### src/rtl/fwd_hazard_ctrl.sv
// Forwarding/stall controller for a 5-stage MIPS pipeline: Tnew/Tuse scoreboard per post-D stage.
// Optional HI/LO busy interlock is built when MD_STALL_EN is defined.
module fwd_hazard_ctrl #(
    parameter int unsigned STAGES = 3,
    parameter int unsigned TW     = 2,
    parameter int unsigned MD_LAT = 5
) (
    input  logic                           clk,
    input  logic                           reset,
    input  logic                           d_valid,
    input  logic [4:0]                     d_rs,
    input  logic [4:0]                     d_rt,
    input  logic [TW-1:0]                  d_tuse_rs,
    input  logic [TW-1:0]                  d_tuse_rt,
    input  logic                           d_we,
    input  logic [4:0]                     d_a3,
    input  logic [TW-1:0]                  d_tnew,
    input  logic [4:0]                     e_rs,
    input  logic [4:0]                     e_rt,
    input  logic                           flush,
    input  logic                           d_is_md,
    input  logic                           d_md_start,
    output logic                           stall,
    output logic [$clog2(STAGES+1)-1:0]    fwd_rs_d,
    output logic [$clog2(STAGES+1)-1:0]    fwd_rt_d,
    output logic [$clog2(STAGES+1)-1:0]    fwd_rs_e,
    output logic [$clog2(STAGES+1)-1:0]    fwd_rt_e,
    output logic                           md_busy
);

    localparam int unsigned SW = $clog2(STAGES + 1);
    localparam logic [TW-1:0] TUSE_NONE = '1;

    typedef struct packed {
        logic          hit;
        logic [SW-1:0] idx;
        logic [TW-1:0] tn;
    } match_t;

    // Slot k holds the writer k stages past D (1=E, 2=M, 3=W, ...)
    logic [STAGES:1]          v_q,  v_d;
    logic [STAGES:1][4:0]     a3_q, a3_d;
    logic [STAGES:1][TW-1:0]  tn_q, tn_d;

    logic   md_stall;
    match_t m_rs_d, m_rt_d, m_rs_e, m_rt_e;
    logic   haz_rs, haz_rt;

    // Youngest valid writer of r among slots lo..STAGES; $0 never matches.
    function automatic match_t lookup(
        input logic [4:0]               r,
        input int                       lo,
        input logic [STAGES:1]          v,
        input logic [STAGES:1][4:0]     a3,
        input logic [STAGES:1][TW-1:0]  tn
    );
        match_t m;
        m = '0;
        for (int k = int'(STAGES); k >= lo; k--) begin
            if (v[k] && (a3[k] == r) && (r != 5'd0)) begin
                m.hit = 1'b1;
                m.idx = SW'(k);
                m.tn  = tn[k];
            end
        end
        return m;
    endfunction

    always_comb begin
        m_rs_d = lookup(d_rs, 1, v_q, a3_q, tn_q);
        m_rt_d = lookup(d_rt, 1, v_q, a3_q, tn_q);
        m_rs_e = lookup(e_rs, 2, v_q, a3_q, tn_q);
        m_rt_e = lookup(e_rt, 2, v_q, a3_q, tn_q);
    end

    assign haz_rs = m_rs_d.hit && (d_tuse_rs != TUSE_NONE) && (m_rs_d.tn > d_tuse_rs);
    assign haz_rt = m_rt_d.hit && (d_tuse_rt != TUSE_NONE) && (m_rt_d.tn > d_tuse_rt);
    assign stall  = d_valid && (haz_rs || haz_rt || md_stall);

    // Selects are forced to 0 while stalled; a non-ready match is picked up later in E.
    always_comb begin
        fwd_rs_d = '0;
        fwd_rt_d = '0;
        fwd_rs_e = '0;
        fwd_rt_e = '0;
        if (!stall) begin
            if (m_rs_d.hit && (m_rs_d.tn == '0)) fwd_rs_d = m_rs_d.idx;
            if (m_rt_d.hit && (m_rt_d.tn == '0)) fwd_rt_d = m_rt_d.idx;
            if (m_rs_e.hit && (m_rs_e.tn == '0)) fwd_rs_e = m_rs_e.idx;
            if (m_rt_e.hit && (m_rt_e.tn == '0)) fwd_rt_e = m_rt_e.idx;
        end
    end

    always_comb begin
        v_d  = '0;
        a3_d = a3_q;
        tn_d = tn_q;
        for (int k = 2; k <= int'(STAGES); k++) begin
            v_d[k]  = v_q[k-1];
            a3_d[k] = a3_q[k-1];
            tn_d[k] = (tn_q[k-1] == '0) ? '0 : tn_q[k-1] - TW'(1);
        end
        v_d[1]  = d_valid && d_we && !stall && !flush;
        a3_d[1] = d_a3;
        tn_d[1] = d_tnew;
    end

    always_ff @(posedge clk) begin
        if (reset) begin
            v_q <= '0;
        end else begin
            v_q  <= v_d;
            a3_q <= a3_d;
            tn_q <= tn_d;
        end
    end

`ifdef MD_STALL_EN
    localparam int unsigned CW = ($clog2(MD_LAT + 1) > 3) ? $clog2(MD_LAT + 1) : 3;

    logic [CW-1:0] md_cnt_q, md_cnt_d;

    // Busy countdown for the HI/LO unit; a start while busy is held off by the stall.
    always_comb begin
        md_cnt_d = md_cnt_q;
        if (d_md_start && !stall) begin
            md_cnt_d = CW'(MD_LAT);
        end else if (md_cnt_q != '0) begin
            md_cnt_d = md_cnt_q - CW'(1);
        end
    end

    always_ff @(posedge clk) begin
        if (reset) begin
            md_cnt_q <= '0;
        end else begin
            md_cnt_q <= md_cnt_d;
        end
    end

    assign md_busy  = (md_cnt_q != '0);
    assign md_stall = d_is_md && md_busy;
`else
    logic unused_md;
    assign unused_md = ^{d_is_md, d_md_start, 32'(MD_LAT)};
    assign md_busy   = 1'b0;
    assign md_stall  = 1'b0;
`endif

endmodule

### config.mk
export PLATFORM = sky130hd
export DESIGN_NAME = fwd_hazard_ctrl
export DESIGN_NICKNAME = d
export VERILOG_FILES = /design/src/rtl/fwd_hazard_ctrl.sv
export SDC_FILE = /design/constraint.sdc
export NUM_CORES = 1
export LEC_CHECK = 0
export CAP_MARGIN = 0
export CORE_MARGIN = 3
export CORE_UTILIZATION = 45
export DETAILED_ROUTE_END_ITERATION = 16
export PLACE_DENSITY = 0.75
export SLEW_MARGIN = 10
export SYNTH_ARGS = -nofsm -noshare
export SYNTH_HDL_FRONTEND = slang
export SYNTH_SLANG_ARGS = --single-unit
### constraint.sdc
create_clock -name clk -period 9.6 [get_ports clk]
set_input_delay 0.96 -clock clk [delete_from_list [all_inputs] [get_ports clk]]
set_output_delay 0.96 -clock clk [all_outputs]
set_load 0.03 [all_outputs]
Word-level counts from Yosys, hierarchy flattened
Index checks and enable logic that the tools add are counted.
{"block": "totals", "regBits": 24, "inputBits": 38, "out_inout_bits": 10}
{"block": "op_classes", "n_lt_le_gt_ge": 2, "eq_ne": 12, "muxes": 18, "add_sub_neg": 2, "n_reduce_logical": 45}
{"operator": "5-bit equality test", "count": 10}
{"operator": "5-bit two-way mux", "count": 10}
{"operator": "1-bit logical AND", "count": 32}
{"operator": "5-bit nonzero test", "count": 4}
{"operator": "2-bit two-way mux", "count": 8}
{"operator": "2-bit zero test", "count": 6}
{"operator": "2-bit > comparator", "count": 2}
{"operator": "2-bit != test (second input constant)", "count": 2}
{"operator": "2-bit by 1-bit subtractor with 2-bit output (second input constant)", "count": 2}
{"operator": "1-bit zero test", "count": 2}
{"operator": "1-bit logical OR", "count": 1}

Longest topological paths before layout
{"block": "depth", "ltp_word": 13, "mapped_depth": 14, "ltp_nobuf": 13}

Worst setup path after synthesis
OpenSTA, ideal clock, no wires.
{"block": "synth_timing", "kind": "in2out", "start": "input d_rt[0]", "end": "output fwd_rs_d[0]", "slack_ps": 4582, "t_arrival_ps": 4058, "path_stages": 11, "n_path_buf": 0, "cell_sequence": "or4_4 -> nor2_4 -> nor3_2 -> nand3b_1 -> a22oi_1 -> ha_1 -> a21oi_1 -> a221oi_1 -> o311ai_4 -> o31ai_4 -> nor4_1"}
{"block": "synth_via", "elab_chain_len": 11}
{"item": "start, declared", "line_no": "12", "source": "input logic [4:0] d_rt,"}
{"item": "5-bit equality test", "line_no": "60", "source": "if (v[k] && (a3[k] == r) && (r != 5'd0)) begin"}
{"item": "1-bit logical AND (2 in a row)", "line_no": "60"}
{"item": "5-bit two-way mux (2 in a row)", "line_no": "60"}
{"item": "5-bit two-way mux *", "line_no": "60"}
{"item": "2-bit > comparator / 1-bit logical AND (equally long branches)", "line_no": "77", "source": "assign haz_rt = m_rt_d.hit && (d_tuse_rt != TUSE_NONE) && (m_rt_d.tn > d_tuse_rt);"}
{"item": "1-bit logical AND *", "line_no": "77"}
{"item": "1-bit logical OR *", "line_no": "78", "source": "assign stall = d_valid && (haz_rs || haz_rt || md_stall);"}
{"item": "1-bit logical AND *", "line_no": "78"}
{"item": "via stall", "line_no": "23", "source": "output logic stall,"}
{"item": "2-bit two-way mux *", "line_no": "86", "source": "if (!stall) begin"}
{"item": "end, declared", "line_no": "24", "source": "output logic [$clog2(STAGES+1)-1:0] fwd_rs_d,"}
Mark *: on every way through the listed nets, which the timed path passes. The rest lies on a longest branch.

Worst setup path in the final report
{"block": "layout_timing", "start": "input d_rt[0]", "end": "output stall"}
{"block": "layout_via", "elab_chain_len": 10}
{"item": "5-bit equality test", "line_no": "60"}
{"item": "1-bit logical AND (2 in a row)", "line_no": "60"}
{"item": "5-bit two-way mux (2 in a row)", "line_no": "60"}
{"item": "5-bit two-way mux *", "line_no": "60"}
{"item": "2-bit > comparator / 1-bit logical AND (equally long branches)", "line_no": "77"}
{"item": "1-bit logical AND *", "line_no": "77"}
{"item": "1-bit logical OR *", "line_no": "78"}
{"item": "1-bit logical AND *", "line_no": "78"}
{"item": "end, declared", "line_no": "23"}
Mark *: on every way between the ends. The rest lies on a longest branch, timed or not.

==> impl_metrics.json <==
{
  "hold_class": "reg2reg",
  "fmax_ghz": 0.173,
  "seq_area_frac_synth": 0.374,
  "cts_tree": "yes",
  "fin_hold_ws_ps": 508,
  "fp.dieW_microns": 70.1,
  "grt_usage": 0.167,
  "start_kind": "input port",
  "core_area_sq_um": 3800,
  "syn_area_per_cell_sq_um": 9.98,
  "die_area_sq_um": 4910,
  "switching_share": 0.251,
  "dpl.hpwl_microns": 3280,
  "final_area_sq_um": 2350,
  "syn-instance-count": 185,
  "timing.setup.tns_ps": 0,
  "cts_root_buf": "clkbuf_8",
  "ant_nets": 0,
  "tightest_slew_ps": 756,
  "cp_max_fo": 9,
  "seqPwrFrac": 0.545,
  "antenna_found_initial": 0,
  "crit_type": "in2out",
  "cts.path.max_buffers": 2,
  "synth-seq-cells": 24,
  "area_delta_synth_final_pct": 27.5,
  "switching_power_w": 0.0000613,
  "drt-total-wl_microns": 3970,
  "ioPinCount": 48,
  "min_period_over_period": 0.604,
  "powerDensity_nw_per_um2": 104,
  "cap_violations": 0,
  "p_leak_nw": 0.765,
  "timing.final.ws_setup_ps": 3800,
  "ys_types": 36,
  "hold_viol": 0,
  "cts_buffers": 3,
  "grt_pass1_vias": 1420,
  "placed_area_sq_um": 2310,
  "nets": 269,
  "via_per_inst": 5.40,
  "worstPathRequired_ps": 8640,
  "grt_overflow": 0,
  "combinationalPowerShare": 0.214,
  "die_y_microns": 70.1,
  "clock_sinks": 24,
  "status": "finished clean",
  "place_ws_ps": 3790,
  "drive_gt1_frac": 0.0580,
  "h-tree-depth": 1,
  "slew_violations": 0,
  "gp_congestion": 0.866,
  "drcViolationCount": 0,
  "end_kind": "output pin",
  "relSlewSlack": 0.496,
  "setup_violations": 0,
  "core.rowCount": 22,
  "rsz0062_at_grt": "no",
  "clk_latency_ps": 260,
  "num_vias": 1468,
  "p_int_w": 0.000183,
  "synth_area_sq_um": 1850,
  "path_clk_slew_ps": 70,
  "wl_per_cell_microns": 14.6,
  "grt_max_degree": 22,
  "crit_arrival_ps": 4840,
  "drt-pass1-iter-count": 4,
  "cts_resized": 0,
  "drt_iter0_markers": 37,
  "antennaDiodeCount": 0,
  "hold_buffers": 0,
  "finalClockSkew_ps": 3.70,
  "clock_power_share": 0.241,
  "fin_crit_ps": 5800,
  "peakVddDrop_mv": 0.0882,
  "start_util": 0.486,
  "grt_pass1_wl_microns": 6640,
  "yosys_warnings": 0,
  "post_cts_buffers": 0,
  "synth_nets": 229,
  "port-buffer-count": 44,
  "finalPower_w": 0.000244
}
-- power by group through the flow --
stage               sequential, W  combinational, W  clock (W)
floorplan                0.000129         0.0000332          0
global placement         0.000135         0.0000510          0
detailed placement       0.000135         0.0000525          0
CTS                      0.000133         0.0000526  0.0000604
global route             0.000134         0.0000574  0.0000633
finish                   0.000133         0.0000521  0.0000589
-- final timing paths --
path	startpoint	end	slack, ps	cells after the start
worst max-delay path	d_rt[0]	stall	3800	12
worst min-delay path	v_q[1]	v_q[2]	510	1
worst max register to register	a3_q[12]	v_q[1]	6510	11
worst min register to register	v_q[1]	v_q[2]	510	1
-- layout by cell type, fill, tap and decap left out, types with 8 or more instances in the layout --
master | netlist | layout
a21oi_1 | 8 | 8
edfxtp_1 | 21 | 21
nand2_1 | 11 | 11
xnor2_1 | 44 | 44
inv_1 | 13 | 13
nor2_1 | 10 | 10
nand4_1 | 10 | 10
clkdlybuf4s50_1 | 0 | 44
-- Yosys cell counts --
cell,number,area share
nor2_2,1,0.0034
nor2_1,10,0.020
a31oi_1,1,0.0034
dfxtp_1,3,0.033
nor2_4,1,0.0061
nor4_1,6,0.020
o21bai_1,1,0.0041
o21ai_0,2,0.0054
nand2b_1,1,0.0034
nor3_1,3,0.0081
nand4_1,10,0.034
or4_1,5,0.020
or3_1,1,0.0034
o31ai_4,1,0.012
a22oi_1,3,0.012
nor3b_1,1,0.0041
or4_4,1,0.0061
edfxtp_1,21,0.34
o31ai_1,1,0.0041
conb_1,1,0.0020
buf_4,1,0.0041
inv_1,13,0.026
a221o_1,1,0.0054
o311ai_4,1,0.014
nor2b_1,2,0.0068
nand3b_1,4,0.016
clkbuf_1,8,0.016
a221oi_1,1,0.0047
nor4_2,1,0.0068
a2111oi_4,1,0.015
nor3_2,3,0.016
a21oi_1,8,0.022
xnor2_1,44,0.21
xor2_1,6,0.028
ha_1,6,0.041
nand2_1,11,0.022
-- critical path, cell delays in order --
cell             delay, ps
clkdlybuf4s50_1        520
or4_4                  590
nor2_4                 140
nor3_2                 110
nand3b_1               160
a31oi_1                380
inv_1                   90
ha_1                   280
a221oi_1               480
o311ai_4               190
o31ai_4                160
clkdlybuf4s50_1        760
-- kinds of logic (layout without fill, tap and decap cells) --
kind of cell    Yosys count  count (layout)  share of synthesized area
compound gates           21              21                      0.102
other cells               1               1                    0.00203
simple gates             61              61                      0.198
buf+inv                  22              61                     0.0468
fa+ha+maj                 6               6                     0.0406
xor+xnor                 50              50                      0.237
flops                    24              24                      0.374
-- layer usage --
layer,track usage,routed length [microns],part of all wire
met1,0.227,1870,0.47
met4,0.0468,33,0.0083
met3,0.0288,177,0.045
met5,0,0,0
met2,0.271,1890,0.48
-- state kept, by name, summed over array words and instances, names as in the netlist --
name,count
a3_d,10
tn_q,6
a3_q,5
v_q,3
-- layout make-up --
type / instances / area (sq um)
fillers: 339 / 1440
inverters: 13 / 48.8
multi-input cells: 139 / 1070
flip-flops and latches: 24 / 691
repair buffers: 44 / 440
clock buffers: 4 / 45.0
well taps: 48 / 60.1
-- per-stage QoR --
step | instances | utilization
finish | 272 | 0.620
CTS | 272 | 0.620
global route | 272 | 0.620
floorplan | 185 | -
global placement | 268 | 0.608
detailed placement | 268 | 0.608
(Power assumes the default switching activity.)
